**src/rtl/temperature_alarm_controller.sv**
```systemverilog
// Confirms detector abnormality flags over consecutive valid samples, latches an alarm,
// drives heater/cooler and holds them after ack. Optional macro: ALARM_EVENT_COUNT_EN.
module temperature_alarm_controller #(
    parameter int CONFIRM_CNT = 4,
    parameter int HOLD_CYCLES = 16,
    parameter int CNT_W       = 8
) (
    input  logic       clk,
    input  logic       rstN,
    input  logic       sampleValid,
    input  logic       lowTempAbnormality,
    input  logic       highTempAbnormality,
    input  logic       alarmAck,
    output logic       heaterOn,
    output logic       coolerOn,
    output logic       alarmActive,
`ifdef ALARM_EVENT_COUNT_EN
    output logic [1:0] alarmType,
    output logic [7:0] alarmCount
`else
    output logic [1:0] alarmType
`endif
);

    typedef enum logic [2:0] {
        IDLE        = 3'd0,
        CONF_LOW    = 3'd1,
        CONF_HIGH   = 3'd2,
        ALARM_LOW   = 3'd3,
        ALARM_HIGH  = 3'd4,
        ALARM_FAULT = 3'd5,
        HOLD        = 3'd6
    } state_t;

    localparam logic [CNT_W-1:0] CONFIRM_LAST = CNT_W'(CONFIRM_CNT - 1);
    localparam logic [CNT_W-1:0] HOLD_LAST    = CNT_W'(HOLD_CYCLES - 1);
    localparam logic [CNT_W-1:0] CNT_ONE      = CNT_W'(1);
    localparam logic [CNT_W-1:0] CNT_MAX      = '1;

    state_t           state, next_state;
    logic [CNT_W-1:0] cnt, next_cnt, cnt_inc;
    logic             next_heater, next_cooler, next_active;
    logic [1:0]       next_type;
    logic             is_low, is_high, is_norm, is_fault;

    assign is_low   = sampleValid &  lowTempAbnormality & ~highTempAbnormality;
    assign is_high  = sampleValid & ~lowTempAbnormality &  highTempAbnormality;
    assign is_norm  = sampleValid & ~lowTempAbnormality & ~highTempAbnormality;
    assign is_fault = sampleValid &  lowTempAbnormality &  highTempAbnormality;
    assign cnt_inc  = (cnt == CNT_MAX) ? cnt : cnt + CNT_ONE;

    // Outputs are registered from the next-state decode so they follow the triggering edge.
    always_ff @(posedge clk or negedge rstN) begin
        if (!rstN) begin
            state       <= IDLE;
            cnt         <= '0;
            heaterOn    <= 1'b0;
            coolerOn    <= 1'b0;
            alarmActive <= 1'b0;
            alarmType   <= 2'b00;
        end else begin
            state       <= next_state;
            cnt         <= next_cnt;
            heaterOn    <= next_heater;
            coolerOn    <= next_cooler;
            alarmActive <= next_active;
            alarmType   <= next_type;
        end
    end

    always_comb begin
        next_state = state;
        next_cnt   = cnt;
        unique case (state)
            IDLE: begin
                if (is_fault) begin
                    next_state = ALARM_FAULT;
                    next_cnt   = '0;
                end else if (is_low) begin
                    next_state = (CONFIRM_CNT <= 1) ? ALARM_LOW : CONF_LOW;
                    next_cnt   = (CONFIRM_CNT <= 1) ? '0 : CNT_ONE;
                end else if (is_high) begin
                    next_state = (CONFIRM_CNT <= 1) ? ALARM_HIGH : CONF_HIGH;
                    next_cnt   = (CONFIRM_CNT <= 1) ? '0 : CNT_ONE;
                end
            end
            CONF_LOW, CONF_HIGH: begin
                if (is_fault) begin
                    next_state = ALARM_FAULT;
                    next_cnt   = '0;
                end else if (is_norm) begin
                    next_state = IDLE;
                    next_cnt   = '0;
                end else if ((is_low && state == CONF_LOW) || (is_high && state == CONF_HIGH)) begin
                    if (cnt >= CONFIRM_LAST) begin
                        next_state = (state == CONF_LOW) ? ALARM_LOW : ALARM_HIGH;
                        next_cnt   = '0;
                    end else begin
                        next_cnt = cnt_inc;
                    end
                end else if (is_low || is_high) begin
                    next_state = is_low ? CONF_LOW : CONF_HIGH;
                    next_cnt   = CNT_ONE;
                end
            end
            // Ack wins over a simultaneous fault so a persistent fault can still be acknowledged.
            ALARM_LOW, ALARM_HIGH, ALARM_FAULT: begin
                if (alarmAck) begin
                    next_state = HOLD;
                    next_cnt   = '0;
                end else if (is_fault) begin
                    next_state = ALARM_FAULT;
                    next_cnt   = '0;
                end
            end
            HOLD: begin
                if (is_fault) begin
                    next_state = ALARM_FAULT;
                    next_cnt   = '0;
                end else if (cnt >= HOLD_LAST) begin
                    next_state = IDLE;
                    next_cnt   = '0;
                end else begin
                    next_cnt = cnt_inc;
                end
            end
            default: begin
                next_state = IDLE;
                next_cnt   = '0;
            end
        endcase
    end

    // HOLD keeps the last alarm type, so the actuator choice is taken from the current type.
    always_comb begin
        next_heater = 1'b0;
        next_cooler = 1'b0;
        next_active = 1'b0;
        next_type   = 2'b00;
        unique case (next_state)
            ALARM_LOW: begin
                next_active = 1'b1;
                next_type   = 2'b01;
                next_heater = 1'b1;
            end
            ALARM_HIGH: begin
                next_active = 1'b1;
                next_type   = 2'b10;
                next_cooler = 1'b1;
            end
            ALARM_FAULT: begin
                next_active = 1'b1;
                next_type   = 2'b11;
            end
            HOLD: begin
                next_type   = alarmType;
                next_heater = (alarmType == 2'b01);
                next_cooler = (alarmType == 2'b10);
            end
            default: begin
                next_type = 2'b00;
            end
        endcase
    end

`ifdef ALARM_EVENT_COUNT_EN
    logic alarm_entry;

    assign alarm_entry = (next_state == ALARM_LOW || next_state == ALARM_HIGH ||
                          next_state == ALARM_FAULT) && (next_state != state);

    always_ff @(posedge clk or negedge rstN) begin
        if (!rstN) begin
            alarmCount <= 8'd0;
        end else if (alarm_entry && alarmCount != 8'hFF) begin
            alarmCount <= alarmCount + 8'd1;
        end
    end
`endif

endmodule

```
**config.mk**
```make
export PLATFORM = sky130hd
export DESIGN_NAME = temperature_alarm_controller
export DESIGN_NICKNAME = d
export VERILOG_FILES = /design/src/rtl/temperature_alarm_controller.sv
export SDC_FILE = /design/constraint.sdc
export NUM_CORES = 1
export LEC_CHECK = 0
export CAP_MARGIN = 25
export CORE_UTILIZATION = 60
export CTS_BUF_LIST = sky130_fd_sc_hd__clkbuf_4 sky130_fd_sc_hd__clkbuf_8 sky130_fd_sc_hd__clkbuf_16
export DETAILED_ROUTE_END_ITERATION = 16
export DONT_BUFFER_PORTS = 1
export PLACE_DENSITY = 0.78
export SLEW_MARGIN = 20
export SYNTH_ARGS = -nofsm -noshare
export SYNTH_HDL_FRONTEND = slang
export SYNTH_SLANG_ARGS = --single-unit
export TNS_END_PERCENT = 50
```
**constraint.sdc**
```tcl
create_clock -name clk -period 4.4 [get_ports clk]
set_clock_uncertainty 0.15 [all_clocks]
set_input_delay 0.88 -clock clk [delete_from_list [all_inputs] [get_ports clk]]
set_output_delay 0.88 -clock clk [all_outputs]
set_load 0.01 [all_outputs]
```
Word level (Yosys, flattened, before mapping):

Cells that the tools add are included.
Widths: inputs -> output; s select.

* add/sub/neg operators: 1
* $lt $le $gt $ge: 2
* equal/unequal tests: 16
* mux-type cells: 33
* bitwise gates (word level): 8
* reductions and logical operators: 9

Operators by type and width (count)
* $mux 8: 13
* $mux 3: 13
* $pmux 8 s4: 1
* $eq 3x3->1 const B: 6
* $pmux 3 s4: 1
* $eq 3x2->1 const B: 3
* $add 8x1->8 const B: 1
* $eq 8x8->1 const B: 1
* $ge 8x2->1 const B: 1
* $ge 8x4->1 const B: 1
* $pmux 2 s4: 1
* $and 1x1->1: 6
* $reduce_or 3->1: 2
* $ne 5x5->1 const B: 1
* $ne 4x4->1 const B: 1
* $pmux 1 s2: 2
* $eq 3x1->1 const B: 1
* $logic_not 3->1: 1
* $ne 3x3->1 const B: 1
* $reduce_and 3->1: 1
* $eq 2x1->1 const B: 1
* $eq 2x2->1 const B: 1
* $logic_and 1x1->1: 2
* $logic_or 1x1->1: 2
* other kinds (4): 5

* register bits after elaboration: 16
* output and inout port bits: 5
* logic and storage cells: 75

Longest topological paths before layout:

* depth in word-level cells: 12
* gate-level depth with buffers: 8

Worst setup path before layout:

Ideal clock, no wire load.

* kind: in2reg
* from: input lowTempAbnormality
* to: register alarmType[0]
* setup time: 0.142 ns
* arrival: 2.264 ns
* data required time: 4.108 ns
* slack: 1.844 ns
* stages on the path: 6
* path buffers: 0
* cell sequence: or3b_2 -> a21oi_1 -> a211oi_2 -> a2111oi_4 -> mux2i_1 -> o22ai_1

* cells in the longest elaborated chain, start to end: 11

Ends and longest elaborated chain
* from (decl): RTL line 11 `input logic lowTempAbnormality,`
* $not 1->1: RTL line 47, 48
* $and 1x1->1: RTL line 47, 48
* $and 1x1->1: RTL line 47 `assign is_high = sampleValid & ~lowTempAbnormality & highTempAbnormality;`
* $logic_or 1x1->1 / $logic_and 1x1->1 (equally long branches): RTL line 101, 94
* $mux 3 / $logic_or 1x1->1 (equally long branches): RTL line 101, 94
* $mux 3: RTL line 94 `end else if ((is_low && state == CONF_LOW) || (is_high && state == CONF_HIGH)) begin`
* $mux 3: RTL line 91 `end else if (is_norm) begin`
* $mux 3: RTL line 88 `if (is_fault) begin`
* $pmux 3 s4 (*): RTL line 74 `unique case (state)`
* $eq 3x3->1 / $eq 3x2->1 (equally long branches): RTL line 140 `unique case (next_state)`
* $pmux 2 s4: RTL line 140
* to (signal assigned): RTL line 67 `alarmType <= next_type;`
* to (decl): RTL line 21 `output logic [1:0] alarmType`

Every way passes the cells marked *; elsewhere a longest branch is shown, timed or not.
A chain may end at the register's enable or synchronous reset.

Worst setup path in the final report:

* from: register cnt[0]
* to: register alarmActive

* cells in the longest elaborated chain, start to end: 9

Ends and longest elaborated chain
* from (decl): RTL line 41 `logic [CNT_W-1:0] cnt, next_cnt, cnt_inc;`
* from (signal assigned): RTL line 63 `cnt <= next_cnt;`
* $ge 8x2->1: RTL line 95 `if (cnt >= CONFIRM_LAST) begin`
* $mux 3: RTL line 95
* $mux 3: RTL line 94
* $mux 3: RTL line 91
* $mux 3: RTL line 88
* $pmux 3 s4 (*): RTL line 74
* named net next_state[1]: RTL line 40 `state_t state, next_state;`
* $eq 3x3->1 / $eq 3x2->1 (equally long branches): RTL line 140
* $reduce_or 3->1 (no source line) (*)
* $mux 1 (*): RTL line 140
* named net next_active: RTL line 42 `logic next_heater, next_cooler, next_active;`
* to (signal assigned): RTL line 66 `alarmActive <= next_active;`
* to (decl): RTL line 16 `output logic alarmActive,`

Mark *: on every way through the listed nets, which the timed path passes. The rest lies on a longest branch.

==> impl_results.md <==
* Die height at 45.9 um
* Layout cells sized above 1 at ~15%
* Fin. Hold Viols at 0
* Register-to-register setup slack at ~1.9 ns
* CORE AREA at 0.00176 mm2
* CTS Buf Count at 3
* Reg2reg start: cnt[0]$_DFFE_PN0P_
* Max Slew Vio Count at 0
* Worst rel slew slack at 54.1%
* CTS clk-pin slew, worst paths at ~0.090 ns
* R2R Path End: alarmActive$_DFF_PN0_
* Sequential cell area at 400 um2
* Grt ovf at 0
* Critical path capture point type: flop
* Warnings, synthesis at 0
* Hold Slack at 0.120 ns
* Syn Nets at 132
* Most frequent cell after synthesis: dfrtp_1
* WL met2 at 1130 um
* CP startpoint kind: flop
* Violation count after the first detailed-route iteration at 27
* Fin util at 65.6%
* Clock Sinks at 16
* Initial Util at 65.6%
* Critical path startpoint: cnt[0]$_DFFE_PN0P_
* Synth top area share at 34.6%
* Routed Wire Length at 2330 um
* IO buf count at 0
* Largest family of logic cells by synthesized area: simple AND/OR/NAND/NOR gates
* EDFF count, synth at 0
* Vias per cell at 6.48
* Top sig layer: met4
* Syn_area_per_cell at 9.26 um2
* CP max stage delay at slightly below 0.5 ns
* Net Sw Frac at 44.6%
* Mux cell area share after synthesis at 1.73%
* Initial antenna violation count at 0
* Post-route DRC violation count at 0
* CTS tree: done
* Post-synthesis compound-gate area fraction at 25.0%
* Final GP Congestion at between 0.9 and 1
* Combinational power share at 47.0%
* Final period util at a little under three fifths
* Largest area contributor in the netlist: dfrtp_1
* # fillers at 155
* Largest fanout on the critical path at 6
* DR vias at 959
* Worst-Skew Late Latency at between 0.2 and 0.3 ns
* DRT Pass-1 Iters at 4
* Setup Crit Path Kind: reg2reg
* Min cycle time layout at between 2 and 2.5 ns
* Worst Path Arrival at roughly 2.5 ns
* Internal power at 0.385 mW
* Crit path max-delay family: compound AO/OA/AOI/OAI gates
* Most used DFF post-synth: dfrtp_1
* GRT Total Usage at 25.3%
* Drt wl/cell at 15.7 um
* Metal-1 WL at 1100 um
* Clock Path Buffers at 2
* Flip-flop and latch count after synthesis at 16
* Post-Synth XOR/XNOR Area at 3.03%
* Buffers & Inverters on Critical Path at 1
* Die footprint at 0.00211 mm2
* Area of the mapped netlist at 0.00116 mm2
* Leak at 0.489 nW
* Total of max-cap violations at 0
* Reg power frac at 39.1%
* Synth Area in Adders at between 1 and 1.5%
* Layout Nets at 131
* First-pass GRT wire length at 3790 um
* VDD IR max at ~0.43 mV
* Met3 routed WL at 80 um
* Multi-input logic area at 663 um2
* Root Driver: clkbuf_4
* Buffers inserted by post-CTS timing repair at 0
* CP max stage cell: a311oi_2
* Netlist cell types at 47
* WP data required at 4.40 ns
* Peak Freq at 0.404 GHz
* I/O Pins at 11
* # diodes at 0
* Worst min-delay path category: in2async
* Switching pwr at 0.310 mW
* Crit-path cells: ha_1 -> or3_2 -> o21ai_0 -> nand3_1 -> a311oi_2 -> inv_1 -> mux2i_1
* Post-synth top cells: dfrtp_1 (16), nor2_1 (13), a21oi_1 (9)
* Asr flop ratio synth at 100%
* Post-DP HPWL at 1670 um
* H-tree lvl count at 1
* Total negative slack at 0 ns
* Worst reg-to-reg path cell count at 7
* PostCTS Resize Cnt at 0
* Worst Tran Pin Value at 0.682 ns
* Synth Instances at between 100 and 150
* Setup violations, final at 0
* RSZ-0062 raised after global routing: false
* Vias in the first global route at 861
* Die Wd at 45.9 um
* Hold Buf Count CTS at 0
* Seq/Total Area, Yosys at roughly a third
* Clock share of power at between 10 and 15%
* Synth area leaders: dfrtp_1 (35%), clkbuf_8 (4.8%), nor2_1 (4.2%)
* Pwr dens at 601 mW/mm2
* Final ANT Viol Nets at 0
* Number of cell rows at 15
* Status: finished clean
* Largest net degree at the start of global routing at 17
* Synthesized-area fraction occupied by and/or/nand/nor cells at 26.5%
* Synth-to-Final Area Change at 0%
## layout make-up
class | count | area share, %
multi-input cells | 96 | 57.3
flip-flops and latches | 16 | 34.6
clock buffers | 4 | 3.14
well taps | 25 | 2.70
inverters | 7 | 2.27
## how the worst max path moves through the flow
stage,endpoint,cells after the start,slack (ns)
final,alarmActive$_DFF_PN0_,7,1.92
after global routing,alarmActive$_DFF_PN0_,7,1.72
after CTS,alarmActive$_DFF_PN0_,7,1.91
after detailed placement,alarmType[0]$_DFFE_PN0P_,6,1.71
after global placement,alarmType[0]$_DFFE_PN0P_,6,1.75
after floorplan,alarmType[0]$_DFFE_PN0P_,6,1.84
## metrics by stage
stage / setup WS, ns / std cells / cell area [um2] / power [mW]
floorplan: 1.84 / 125 / 1160 / 0.554
global placement: 1.75 / 144 / 1120 / 0.590
detailed placement: 1.71 / 144 / 1120 / 0.597
CTS: 1.91 / 148 / 1160 / 0.696
global route: 1.72 / 148 / 1160 / 0.755
finish: 1.92 / 148 / 1160 / 0.695
## cell families after synthesis
| family | after synthesis |
|---|---|
| simple gates | 53 |
| compound gates | 36 |
| flops | 16 |
| buf+inv | 13 |
| xor+xnor | 4 |
| mux | 2 |
| fa+ha+maj | 1 |
## sequential cells by signal (all words and copies together) (netlist names)
register and count:
heaterOn 1, alarmType 2, coolerOn 1, alarmActive 1, state 3, cnt 8
## power by group through the flow
stage | Clock (mW) | Sequential (mW) | Combinational, mW
2_1_floorplan | 0 | 0.229 | 0.325
3_3_place_gp | 0 | 0.272 | 0.318
3_5_place_dp | 0 | 0.272 | 0.325
4_1_cts | 0.100 | 0.270 | 0.326
5_1_grt | 0.107 | 0.280 | 0.368
6_report | 0.0968 | 0.271 | 0.327
## metal layers
layer / GRT usage [%] / vias up
li1: - / 470
met1: 35.3 / 464
met2: 40.6 / 23
met3: 2.78 / 2
met4: 8.82 / 0
met5: 0 / -
## layout by cell type, fill, tap and decap left out, drive strengths merged, types with 4 or more instances in the layout
master | Yosys | layout
o21ai | 6 | 6
inv | 7 | 7
clkbuf | 4 | 4
dfrtp | 16 | 16
a31oi | 4 | 4
a21oi | 9 | 9
nand2 | 8 | 8
nor2 | 13 | 13
nand3 | 7 | 7
nor3 | 5 | 5
No activity file was read; power rests on OpenSTA's default activity.
